<file path="src/rtl/cube_pulse_decoder_pkg.sv">
// Shared types and pulse-coding constants for the cube raster pulse decoder.
// Default pulse shapes match the raster serial shifter so both ends agree.
package cube_pulse_decoder_pkg;

  localparam int unsigned WIDTH_BITS    = 8;
  localparam int unsigned ONE_HIGH      = 8;
  localparam int unsigned ZERO_HIGH     = 3;
  localparam int unsigned BIT_LOW       = 8;
  localparam int unsigned LATCH_LOW_DEF = 64;

  typedef enum logic [1:0] {
    ST_SYNC = 2'd0,
    ST_IDLE = 2'd1,
    ST_HIGH = 2'd2,
    ST_LOW  = 2'd3
  } state_e;

  // Line measurement handed from the pulse meter to the decoder FSM
  typedef struct packed {
    logic                  rise;
    logic                  fall;
    logic                  level;
    logic [WIDTH_BITS-1:0] width;
  } meter_t;

endpackage

</file>
<file path="src/rtl/cube_pulse_meter.sv">
// Synchronizes the serial line, detects edges and measures the time since
// the last edge with a saturating counter.
module cube_pulse_meter
  import cube_pulse_decoder_pkg::*;
(
  input  logic   clk,
  input  logic   reset,
  input  logic   sin,
  output meter_t meas_c
);

  logic                  sync1, sync2, sync_d;
  logic [WIDTH_BITS-1:0] width;
  logic                  edge_det;

  assign edge_det = sync2 ^ sync_d;

  always_ff @(posedge clk) begin
    if (reset) begin
      sync1  <= 1'b0;
      sync2  <= 1'b0;
      sync_d <= 1'b0;
      width  <= '0;
    end else begin
      sync1  <= sin;
      sync2  <= sync1;
      sync_d <= sync2;
      if (edge_det)
        width <= WIDTH_BITS'(1);
      else if (width != '1)
        width <= width + WIDTH_BITS'(1);
    end
  end

  always_comb begin
    meas_c.rise  = sync2 & ~sync_d;
    meas_c.fall  = ~sync2 & sync_d;
    meas_c.level = sync2;
    meas_c.width = width;
  end

endmodule

</file>
<file path="src/rtl/cube_pulse_decoder.sv">
// Decodes the pulse-width-coded LED stream into words and hands them to a
// polling consumer through a valid/ack hold register with sticky error flags.
module cube_pulse_decoder
  import cube_pulse_decoder_pkg::*;
#(
  parameter int unsigned WORD_BITS  = 24,
  parameter int unsigned MIN_HIGH   = 2,
  parameter int unsigned BIT_THRESH = 6,
  parameter int unsigned MAX_HIGH   = 15,
  parameter int unsigned LATCH_LOW  = LATCH_LOW_DEF
) (
  input  logic                 clk,
  input  logic                 reset,
  input  logic                 sin,
  input  logic                 word_ack,
  input  logic                 clear_err,
  output logic [WORD_BITS-1:0] word,
  output logic                 word_valid,
  output logic                 frame_end,
  output logic                 err_long,
  output logic                 err_partial,
  output logic                 overrun
);

  localparam int unsigned CNT_BITS = $clog2(WORD_BITS + 1);
  localparam logic [WIDTH_BITS-1:0] MIN_W    = WIDTH_BITS'(MIN_HIGH);
  localparam logic [WIDTH_BITS-1:0] THRESH_W = WIDTH_BITS'(BIT_THRESH);
  localparam logic [WIDTH_BITS-1:0] MAX_W    = WIDTH_BITS'(MAX_HIGH);
  localparam logic [WIDTH_BITS-1:0] LATCH_W  = WIDTH_BITS'(LATCH_LOW);

  meter_t               meas;
  state_e               state, state_d;
  logic [CNT_BITS-1:0]  bit_cnt, bit_cnt_inc;
  logic [WORD_BITS-1:0] shift_q, shift_nxt, done_word;
  logic                 done, bit_val;
  logic                 shift_en, cnt_clr, word_done, fe_set, long_set, partial_set;
  logic                 ovr_set;

  cube_pulse_meter u_meter (
    .clk    (clk),
    .reset  (reset),
    .sin    (sin),
    .meas_c (meas)
  );

  assign bit_val     = (meas.width >= THRESH_W);
  assign shift_nxt   = WORD_BITS'({shift_q, bit_val});
  assign bit_cnt_inc = bit_cnt + CNT_BITS'(1);

  always_ff @(posedge clk) begin
    if (reset) state <= ST_SYNC;
    else       state <= state_d;
  end

  // Next state and per-cycle datapath controls
  always_comb begin
    state_d     = state;
    shift_en    = 1'b0;
    cnt_clr     = 1'b0;
    word_done   = 1'b0;
    fe_set      = 1'b0;
    long_set    = 1'b0;
    partial_set = 1'b0;
    case (state)
      ST_SYNC: begin
        if (!meas.level && meas.width >= LATCH_W) begin
          cnt_clr = 1'b1;
          state_d = ST_IDLE;
        end
      end
      ST_IDLE: begin
        if (meas.rise) state_d = ST_HIGH;
      end
      ST_HIGH: begin
        if (meas.fall) begin
          if (meas.width < MIN_W) begin
            state_d = (bit_cnt != '0) ? ST_LOW : ST_IDLE;
          end else begin
            shift_en = 1'b1;
            state_d  = ST_LOW;
            if (bit_cnt_inc == CNT_BITS'(WORD_BITS)) begin
              word_done = 1'b1;
              cnt_clr   = 1'b1;
            end
          end
        end else if (meas.width > MAX_W) begin
          long_set = 1'b1;
          cnt_clr  = 1'b1;
          state_d  = ST_SYNC;
        end
      end
      ST_LOW: begin
        if (meas.rise) begin
          state_d = ST_HIGH;
        end else if (meas.width == LATCH_W) begin
          fe_set      = 1'b1;
          partial_set = (bit_cnt != '0);
          cnt_clr     = 1'b1;
          state_d     = ST_IDLE;
        end
      end
      default: state_d = ST_SYNC;
    endcase
  end

  always_ff @(posedge clk) begin
    if (reset) begin
      shift_q   <= '0;
      bit_cnt   <= '0;
      done      <= 1'b0;
      done_word <= '0;
      frame_end <= 1'b0;
    end else begin
      done      <= word_done;
      frame_end <= fe_set;
      if (word_done) done_word <= shift_nxt;
      if (shift_en)  shift_q   <= shift_nxt;
      if (cnt_clr)       bit_cnt <= '0;
      else if (shift_en) bit_cnt <= bit_cnt_inc;
    end
  end

  // Hold register: an ack in the publish cycle frees the slot for the new word
  assign ovr_set = done & word_valid & ~word_ack;

  always_ff @(posedge clk) begin
    if (reset) begin
      word        <= '0;
      word_valid  <= 1'b0;
      err_long    <= 1'b0;
      err_partial <= 1'b0;
      overrun     <= 1'b0;
    end else begin
      if (done && (!word_valid || word_ack)) begin
        word       <= done_word;
        word_valid <= 1'b1;
      end else if (word_ack && word_valid && !done) begin
        word_valid <= 1'b0;
      end
      err_long    <= long_set    | (err_long    & ~clear_err);
      err_partial <= partial_set | (err_partial & ~clear_err);
      overrun     <= ovr_set     | (overrun     & ~clear_err);
    end
  end

endmodule

</file>
<file path="config.mk">
export PLATFORM = sky130hd
export DESIGN_NAME = cube_pulse_decoder
export DESIGN_NICKNAME = d
export VERILOG_FILES = /design/src/rtl/cube_pulse_decoder_pkg.sv /design/src/rtl/cube_pulse_meter.sv /design/src/rtl/cube_pulse_decoder.sv
export SDC_FILE = /design/constraint.sdc
export NUM_CORES = 1
export LEC_CHECK = 0
export CAP_MARGIN = 15
export CELL_PAD_IN_SITES_DETAIL_PLACEMENT = 1
export CELL_PAD_IN_SITES_GLOBAL_PLACEMENT = 2
export CORE_UTILIZATION = 33
export CTS_CLUSTER_DIAMETER = 150
export DETAILED_ROUTE_END_ITERATION = 12
export GPL_TIMING_DRIVEN = 0
export PLACE_DENSITY = 0.72
export REMOVE_ABC_BUFFERS = 1
export SETUP_SLACK_MARGIN = 0.02
export SLEW_MARGIN = 10
export SYNTH_ARGS = -nofsm -noshare
export SYNTH_HDL_FRONTEND = slang
export SYNTH_SLANG_ARGS = --single-unit
</file>
<file path="constraint.sdc">
create_clock -name clk -period 2.7 [get_ports clk]
set_input_delay 0.54 -clock clk [delete_from_list [all_inputs] [get_ports clk]]
set_output_delay 0.54 -clock clk [all_outputs]
set_load 0.02 [all_outputs]
</file>
Yosys cells after proc, flatten, opt, wreduce, memory -nomap -nowiden
Index checks and enable logic that the tools add are counted.

storage, ports and cells
  register bits after elaboration = 95

operators by class
  $add $sub $neg = 2
  order comparisons = 4
  equality and inequality tests = 10
  multiplexer cells = 31
  bitwise gates (word level) = 16
  reduce and logical (&&, ||, !) cells = 16

operators by type and width
  kind                                                            number
  two-way mux 1 bit                                               21
  two-way mux 2 bit                                               8
  adder 8 x 1 -> 8 bit (second input constant)                    1
  == test 8 x 7 -> 1 bit (second input constant)                  1
  >= comparator 8 x 3 -> 1 bit (second input constant)            1
  >= comparator 8 x 7 -> 1 bit (second input constant)            1
  greater-than comparator 8 x 4 -> 1 bit (second input constant)  1
  less-than comparator 8 x 2 -> 1 bit (second input constant)     1
  != test 8 bit (second input constant)                           1
  one-hot mux 2 bit (4 select lines)                              1
  bitwise AND 1 bit                                               7
  != test 3 bit (second input constant)                           2
  OR reduction 2 bit                                              3
  adder 5 x 1 -> 5 bit (second input constant)                    1
  == test 5 bit (second input constant)                           1
  NOT 1 bit                                                       5
  nonzero test 5 bit                                              1
  == test 2 bit (second input constant)                           2
  logical AND 1 bit                                               4
  != test 2 bit (second input constant)                           2
  AND reduction 4 bit                                             1
  nonzero test 2 bit                                              2
  zero test 1 bit                                                 3
  bitwise OR 1 bit                                                3
  5 further kinds                                                 5

Logic depth before layout (Yosys ltp)
Gate-level depths: netlist of the first run.

  depth after elaboration = 7
  mapped depth = 7
  depth with buffers taken out = 6

By module
Synthesis of the first run repeated with hierarchy kept, for this count alone.

second synthesis, totals
  cell total of the unflattened synthesis = 446
  area, all modules = 3860.0 um2

modules (own cells, without submodules)
  module              times used  cells an instance  area an instance (um2)  seq. area each (um2)
  cube_pulse_decoder  1           391                3324.4                  1681.6
  cube_pulse_meter    1           55                 535.5                   220.2

Worst setup path before layout of the first run
Ideal clock, no wire load.

  path kind = register to register
  start point = reg u_meter.sync2
  end point = reg done_word[0]
  library setup time = 0.123 ns
  data arrival time = 1.821 ns
  required time = 2.577 ns
  setup slack = 0.756 ns
  cell stages (with the launch flop) = 8
  path buffers = 1
  period minus slack after synthesis = 1.944 ns
  path through = dfxtp_1 inv_1 ha_1 nand3b_1 a21o_1 a2111oi_4 buf_6 mux2_1

on the way
  word-level cells in the longest chain between the ends = 4

RTL lines
  item                    RTL line                   text
  start, declared         cube_pulse_meter.sv:12     logic sync1, sync2, sync_d;
  start signal, assigned  cube_pulse_meter.sv:26     sync2 <= sync1;
  NOT 1 bit               cube_pulse_meter.sv:37     meas_c.fall = ~sync2 & sync_d;
  bitwise AND 1 bit       cube_pulse_meter.sv:37
  two-way mux 1 bit       cube_pulse_decoder.sv:75   if (meas.fall) begin
  two-way mux 1 bit       cube_pulse_decoder.sv:64   case (state)
  end signal, assigned    cube_pulse_decoder.sv:116  if (word_done) done_word <= shift_nxt;
  end, declared           cube_pulse_decoder.sv:34   logic [WORD_BITS-1:0] shift_q, shift_nxt, done_word;

No other way between the ends.
A chain may end at the register's enable or synchronous reset.

Worst setup path in the final report of the first run
  start point = reg u_meter.sync2
  end point = reg done_word[12]

The elaborated chain is that of the path after synthesis.

==> results.tsv, run 1 <==
stage	metric	value	unit
outcome	status	complete, but fails checks	
outcome	violations	design-rule violations	
clock_tree	cts_sinks	95	
synth	synth_area	3930	um^2
critical_path	crit_family	compound AO/OA/AOI/OAI gates	
timing	slew_viol_final	0	
synth	synth_cells	447	
drt	wire_per_inst	13.4	um
global_routing	grt_pass1_wl	14.8	mm
clock_tree	clk_path_buf_depth	2	
floorplan	die_area	12300	um^2
timing	skew	4.63	ps
placement	placed_area	4410	um^2
hold_path	min_path_type	flop to flop	
critical_path	path_buf_inv	4	
drt	drtIter0Drc	114	
layout	nets	486	
floorplan	die_x	111	um
critical_path	critPathMaxFanout	23	
pwr	ir_drop	0.318	mV
drt	wl	8.35	mm
critical_path	path_cells	inv_1 -> ha_1 -> nand3b_1 -> a21o_2 -> a2111oi_4 -> buf_4 -> buf_6 -> buf_6 -> mux2i_1	
timing	hold_viol	0	
global_routing	antenna_found_initial	0	
placement	place_congestion	0.735	
drt	route.detailed.drc	2	
synth	synth_area_leaders	dfxtp_1 48%, nand2_1 9.6%, nand2b_1 8.0%	
timing	setup_violations	0	
timing	rsz0062_at_grt	false	
critical_path	end_kind	flop	
drt	ant_nets	0	
layout	num_antenna_cells	0	
clock_tree	numCtsBuffers	9	
timing	fmax	400	MHz
critical_path	arrival	2780	ps
clock_tree	hold_buffers	0	
global_routing	grt_max_degree	95	
layout	multi_input_area	1880	um^2
clock_tree	clk_pin_slew	60	ps
critical_path	crit_type	flop to flop	
layout	final_core_util	0.412	
synth	synth.distinct_cells	42	
placement	placed_cells	603	
timing	slew_headroom	0.389	
critical_path	max_stage_delay	430	ps
pwr	p_per_area	590	nW/um^2
critical_path	crit_slowest_cell	a21o_2	
critical_path	start_kind	flop	
layout	fillers	1339	
timing	fin_crit	2500	ps
floorplan	die-height	111	um
global_routing	track_usage	0.151	
floorplan	fp-row-count	39	
clock_tree	cts.htree.levels	3	
layout	fin_area	4750	um^2
placement	port_buffers	33	
placement	dp_hpwl	5.50	mm
layout	seqCellArea	1900	um^2
clock_tree	cts_tree	yes	
synth	ys_ff_latch	95	
synth	synth_edf_count	0	
drt	num_vias	3002	
floorplan	core	11500	um^2
pwr	leakagePower	1.52	nW
timing	fin_tns_setup	0	ps
layout	syn_to_final_growth	20.8	%
clock_tree	worstSkewPairLatency	340	ps
layout	final-instance-count-excl-fill	621	
synth	yosysTopAreaCell	dfxtp_1	
critical_path	cpMostUsedCell	buf_6	
synth	ys_seq_area_frac	0.484	
global_routing	grt_pass1_vias	3064	
layout	drive_above_1_share	0.0753	
clock_tree	clockRootBuffer	clkbuf_16	
run	drv_cap	0	
critical_path	required	2970	ps
synth	syn_area_per_cell	8.79	um^2
drt	dr.pass1.iters	8	
timing	min_period_over_period	0.927	
timing	worst_pin_slew	916	ps
drt	viasPerCell	4.83	
synth	yosys_warnings	0	
floorplan	io_pins	34	
global_routing	overflow	0	
floorplan	start_util	0.341	
synth	synthArstFlopShare	0	
synth	synth_top_area_share	0.484	
synth	synth-main-ff-cell	dfxtp_1	
-- cell usage after synthesis, types with 4 or more instances --
master,count
a21oi_1,51
a211oi_1,6
nand2b_1,50
nor2_1,16
nand2_1,100
clkbuf_1,19
nor3_2,6
nand3_1,5
nor3_1,4
xnor2_1,5
nor2b_1,9
dfxtp_1,95
inv_1,9
ha_1,7
mux2i_1,25
-- per-layer routing --
layer	vias to the layer above	share of wire	global-route usage
li1	1535	-	-
met1	1423	0.48	0.180
met2	31	0.47	0.255
met3	13	0.027	0.0399
met4	0	0.023	0.0676
met5	-	0	0
-- layout by cell type, fill, tap and decap left out, drive strengths merged, types with 2 or more instances in the layout --
cell type | Yosys | final
a211oi | 6 | 6
xnor2 | 5 | 5
nand3 | 5 | 5
nor2 | 16 | 16
inv | 9 | 9
ha | 7 | 7
o21ai | 2 | 2
nand4 | 2 | 2
nor4b | 2 | 2
a21oi | 52 | 52
nor4 | 2 | 2
nor3 | 10 | 10
nand2 | 100 | 100
nor2b | 9 | 9
and3b | 3 | 3
buf | 7 | 10
a31oi | 3 | 3
mux2i | 25 | 25
o31ai | 2 | 2
clkdlybuf4s50 | 0 | 32
nand2b | 50 | 50
xor2 | 2 | 2
dfxtp | 95 | 95
or3 | 2 | 2
clkbuf | 19 | 13
-- area by class of cell --
| type | instances | area share |
|---|---|---|
| multi-input cells | 317 | 0.396 |
| well taps | 143 | 0.0377 |
| inverters | 9 | 0.00712 |
| clock inverters | 2 | 0.00817 |
| clock buffers | 13 | 0.0569 |
| flip-flops and latches | 95 | 0.401 |
| repair buffers | 42 | 0.0930 |
-- flip-flops by register name, summed over array words and instances (netlist names) --
| register | flops |
|---|---|
| frame_end | 1 |
| done | 1 |
| err_partial | 1 |
| overrun | 1 |
| done_word | 24 |
| u_meter.sync1 | 1 |
| word | 24 |
| shift_q | 23 |
| u_meter.width | 8 |
| err_long | 1 |
| word_valid | 1 |
| state | 2 |
| u_meter.sync_d | 1 |
| bit_cnt | 5 |
| u_meter.sync2 | 1 |
-- cells by family (layout without fill, tap and decap cells) --
logic type | Yosys count | count (layout) | share of synthesized area
muxes | 26 | 26 | 0.0665
buffers and inverters | 35 | 66 | 0.0382
AOI/OAI and AO/OA | 72 | 72 | 0.109
and+or+nand+nor | 205 | 205 | 0.265
adders and majority gates | 7 | 7 | 0.0223
DFF | 95 | 95 | 0.484
xor gates and xnor gates | 7 | 7 | 0.0156
-- worst register-to-register path: stages, from the launching register on --
cell and delay (ps):
dfxtp_1 340, inv_1 80, ha_1 260, nand3b_1 210
a21o_2 430, a2111oi_4 370, buf_4 190, buf_6 170
buf_6 190, mux2i_1 200
-- where the power goes --
group          internal (mW)  switching [mW]  total [mW]  leakage [nW]
clock                  0.791           0.524        1.31         0.152
sequential              1.41         0.00762        1.41         0.766
combinational         0.0299          0.0414      0.0713         0.597
total                   2.23           0.573        2.80          1.52
-- metrics by stage --
step	worst slack, ps	power [mW]	hold WS, ps
floorplan	-496	1.48	414
global placement	-1670	1.52	422
detailed placement	-151	1.52	435
CTS	28.3	2.85	449
global route	40.2	2.90	472
finish	198	2.80	442
-- timing repair --
item,4_1_cts,5_1_grt
setup endpoints to repair,15,12
gates resized for setup,0,1
setup buffers,3,0
pin swaps,1,0
-- final timing paths --
path | cells past startpoint | start | slack (ps) | endpoint
setup reg to reg | 9 | u_meter.sync2 | 200 | done_word[12]
setup / recovery | 9 | u_meter.sync2 | 200 | done_word[12]
hold reg to reg | 1 | u_meter.sync1 | 440 | u_meter.sync2
hold / removal | 1 | u_meter.sync1 | 440 | u_meter.sync2
Note: power is estimated with default switching activity, not from simulation.
==> run 2: changes to the inputs <==
- SKIP_CTS_REPAIR_TIMING: unset -> 1
==> results.tsv, run 2 (synthesized netlist as in run 1, its figures left out) <==
stage	metric	value	unit
layout	fillers	1342	
clock_tree	clk_pin_slew	60	ps
drt	drtIter0Drc	102	
placement	place_congestion	0.735	
clock_tree	clk_path_buf_depth	2	
critical_path	start_kind	flop	
placement	placed_cells	603	
timing	min_period_over_period	0.914	
pwr	leakagePower	1.51	nW
global_routing	grt_max_degree	95	
layout	layout_common_cells	100 x nand2_1, 95 x dfxtp_1, 51 x a21oi_1	
global_routing	overflow	0	
floorplan	core	11500	um^2
placement	dp_hpwl	5.50	mm
drt	ant_nets	0	
drt	viasPerCell	4.84	
layout	final_core_util	0.412	
pwr	comb_power_share	0.026	
clock_tree	cts_sinks	95	
timing	slew_headroom	0.388	
clock_tree	cts.htree.levels	3	
pwr	p_seq_frac	0.505	
floorplan	die_x	111	um
layout	reg.largest.list	done_word (24), word (24), shift_q (23)	
pwr	swShare	0.205	
hold_path	hold_path_depth	1	
critical_path	cpMostUsedCell	buf_6	
critical_path	path_buf_inv	4	
floorplan	start_util	0.341	
layout	final_common_cell	nand2_1	
timing	fin_crit	2470	ps
clock_tree	worstSkewPairLatency	340	ps
pwr	p_clk_frac	0.469	
outcome	status	complete, but fails checks	
critical_path	end_kind	flop	
layout	multi_input_area	1890	um^2
layout	nets	485	
timing	worst_pin_slew	918	ps
timing	rsz0062_at_grt	false	
drt	wire_per_inst	13.4	um
timing	skew	4.86	ps
pwr	ir_drop	0.318	mV
layout	final-instance-count-excl-fill	620	
critical_path	arrival	2740	ps
global_routing	grt_pass1_wl	14.6	mm
critical_path	critPathMaxFanout	23	
floorplan	die-height	111	um
critical_path	max_stage_delay	390	ps
global_routing	antenna_found_initial	0	
global_routing	track_usage	0.150	
floorplan	fp-row-count	39	
floorplan	io_pins	34	
clock_tree	cts_tree	yes	
timing	fmax	405	MHz
timing	hold_viol	0	
layout	num_antenna_cells	0	
drt	route.detailed.drc	2	
layout	seqCellArea	1900	um^2
outcome	violations	design-rule violations	
pwr	p_per_area	590	nW/um^2
layout	drive_above_1_share	0.0734	
timing	worst_slack	233	ps
pwr	p_switching	0.573	mW
critical_path	crit_family	compound AO/OA/AOI/OAI gates	
run	drv_cap	0	
clock_tree	clockRootBuffer	clkbuf_16	
layout	syn_to_final_growth	20.8	%
pwr	totalPowerFinal	2.80	mW
drt	dr.pass1.iters	8	
hold_path	min_path_type	flop to flop	
critical_path	rr_worst_depth	9	
drt	num_vias	3002	
critical_path	crit_cells	9	
critical_path	crit_slowest_cell	a2111oi_4	
drt	wl	8.33	mm
pwr	p_int	2.23	mW
critical_path	required	2970	ps
critical_path	crit_type	flop to flop	
timing	setup_violations	0	
placement	port_buffers	33	
global_routing	grt_pass1_vias	3046	
critical_path	path_cells	inv_1 -> ha_1 -> nand3b_1 -> a21o_4 -> a2111oi_4 -> buf_4 -> buf_6 -> buf_6 -> mux2i_1	
floorplan	die_area	12300	um^2
clock_tree	numCtsBuffers	9	
placement	place_ws	-151	ps
timing	slew_viol_final	0	
==> run 2: final timing paths <==
| kind | from | endpoint | slack (ps) |
|---|---|---|---|
| setup / recovery | u_meter.sync2 | done_word[12] | 230 |
| hold / removal | u_meter.sync1 | u_meter.sync2 | 440 |
| setup reg to reg | u_meter.sync2 | done_word[12] | 230 |
| hold reg to reg | u_meter.sync1 | u_meter.sync2 | 440 |
==> run 2: cell type report <==
type                       count  share of cell area
tap                          143              0.0377
clock inverter                 2             0.00817
sequential                    95               0.401
timing repair buffer          41              0.0915
clock buffer                  13              0.0569
inverter                       9             0.00712
multi-input combinational    317               0.398
==> run 2: metal layers <==
| metal | track usage | wire length, um |
|---|---|---|
| met1 | 0.178 | 3990 |
| met2 | 0.252 | 3900 |
| met3 | 0.0399 | 244 |
| met4 | 0.0694 | 194 |
| met5 | 0 | 0 |
==> run 2: stage by stage <==
step	TNS [ps]	hold slack, ps	instance area [um^2]
after detailed placement	-1400	435	4410
after global placement	-112800	422	4320
final	0	442	4750
after floorplan	-10070	414	3810
after CTS	-1700	449	4720
after global routing	0	472	4750
==> run 2: power by group through the flow <==
stage / combinational, mW / sequential [mW] / clock, mW
final: 0.0719 / 1.41 / 1.31
after CTS: 0.0733 / 1.41 / 1.36
after floorplan: 0.0329 / 1.44 / 0
after detailed placement: 0.0721 / 1.45 / 0
after global placement: 0.0703 / 1.45 / 0
after global routing: 0.0797 / 1.41 / 1.41
==> run 3: changes to the inputs <==
- CTS_CLUSTER_SIZE: unset -> 40
- clock period: 2.7 -> 2.3 ns (I/O delays scaled with it)
==> results.tsv, run 3 (synthesized netlist as in run 1, its figures left out) <==
stage	metric	value	unit
global_routing	antenna_found_initial	0	
drt	ant_nets	0	
clock_tree	clk_path_buf_depth	2	
critical_path	end_kind	flop	
clock_tree	cts_tree	yes	
layout	reg.largest.list	done_word (24), word (24), shift_q (23)	
pwr	leakagePower	1.52	nW
clock_tree	numCtsBuffers	9	
critical_path	required	2530	ps
global_routing	grt_max_degree	95	
pwr	p_per_area	688	nW/um^2
hold_path	min_path_type	primary input to flop	
floorplan	die_area	12300	um^2
timing	slew_viol_final	0	
layout	fin_area	4780	um^2
layout	fillers	1340	
global_routing	track_usage	0.150	
floorplan	die_x	111	um
placement	placed_area	4410	um^2
drt	wl	8.47	mm
placement	dp_hpwl	5.50	mm
timing	worst_pin_slew	915	ps
drt	dr.pass1.iters	8	
critical_path	start_kind	flop	
global_routing	overflow	0	
layout	syn_to_final_growth	21.6	%
critical_path	max_stage_delay	370	ps
timing	fin_crit	2180	ps
drt	viasPerCell	4.84	
timing	fin_tns_setup	0	ps
critical_path	crit_slowest_cell	a2111oi_4	
run	drv_cap	0	
outcome	violations	design-rule violations	
floorplan	io_pins	34	
drt	drtIter0Drc	123	
clock_tree	cts.htree.levels	3	
timing	fmax	459	MHz
layout	drive_above_1_share	0.0854	
layout	num_antenna_cells	0	
clock_tree	clk_pin_slew	60	ps
drt	wire_per_inst	13.6	um
floorplan	fp-row-count	39	
critical_path	arrival	2410	ps
global_routing	grt_pass1_vias	3046	
drt	route.detailed.drc	2	
floorplan	start_util	0.341	
floorplan	core	11500	um^2
timing	setup_violations	0	
timing	min_period_over_period	0.947	
outcome	status	complete, but fails checks	
timing	holdWs	435	ps
layout	nets	488	
global_routing	grt_pass1_wl	14.6	mm
placement	place_congestion	0.735	
clock_tree	clockRootBuffer	clkbuf_16	
drt	num_vias	3017	
layout	final-instance-count-excl-fill	623	
critical_path	critPathMaxFanout	9	
clock_tree	worstSkewPairLatency	340	ps
layout	final_common_cell	nand2_1	
floorplan	die-height	111	um
clock_tree	cts_sinks	95	
timing	hold_viol	0	
layout	layout_common_cells	100 x nand2_1, 94 x dfxtp_1, 51 x a21oi_1	
timing	skew	4.91	ps
critical_path	crit_type	flop to flop	
placement	placed_cells	603	
timing	slew_headroom	0.390	
critical_path	path_cells	inv_1 -> ha_2 -> nand3b_1 -> a21o_4 -> a2111oi_4 -> buf_4 -> buf_6 -> mux2_1	
pwr	ir_drop	0.373	mV
placement	port_buffers	33	
-- run 3: worst max-delay path: cells and delay by family (launching register included) --
family,cells,cell delay (ps)
buffers and inverters,3,450
multiplexers,1,330
adder cells (fa/ha/maj),1,220
AO/OA/AOI/OAI,2,590
AND/OR/NAND/NOR,1,120
flip-flops,1,330
-- run 3: layer usage --
metal	vias up	share of wire	global-route usage
li1	1542	-	-
met4	0	0.023	0.0694
met5	-	0	0
met3	13	0.029	0.0399
met2	35	0.47	0.252
met1	1427	0.48	0.178
-- run 3: per-stage QoR --
step,total power [mW],worst slack (ps),utilization
after floorplan,1.73,-896,-
after global placement,1.78,-1990,0.375
after detailed placement,1.78,-551,0.383
after CTS,3.35,-582,0.410
after global routing,3.41,-20.4,0.415
final,3.29,122,0.415
-- run 3: path summary, 6_finish.rpt --
check	from	slack, ps	depth (start not counted)	end
max reg2reg	u_meter.sync2	120	8	done_word[0]
max	u_meter.sync2	120	8	done_word[0]
min	reset	430	2	u_meter.sync_d
min reg2reg	u_meter.sync1	440	1	u_meter.sync2
-- run 3: cell type report --
type | count | area [um^2] | share of cell area
inverters | 9 | 33.8 | 0.00707
well taps | 143 | 179 | 0.0374
flip-flops and latches | 95 | 1900 | 0.398
clock inverters | 2 | 38.8 | 0.00812
repair buffers | 43 | 445 | 0.0932
multi-input cells | 318 | 1910 | 0.399
clock buffers | 13 | 270 | 0.0565
-- run 3: power breakdown --
group          leakage, nW  internal (mW)  switching (mW)
Sequential           0.766           1.65         0.00893
Clock                0.152          0.928           0.614
Combinational        0.597         0.0352          0.0516
Total                 1.52           2.61           0.675
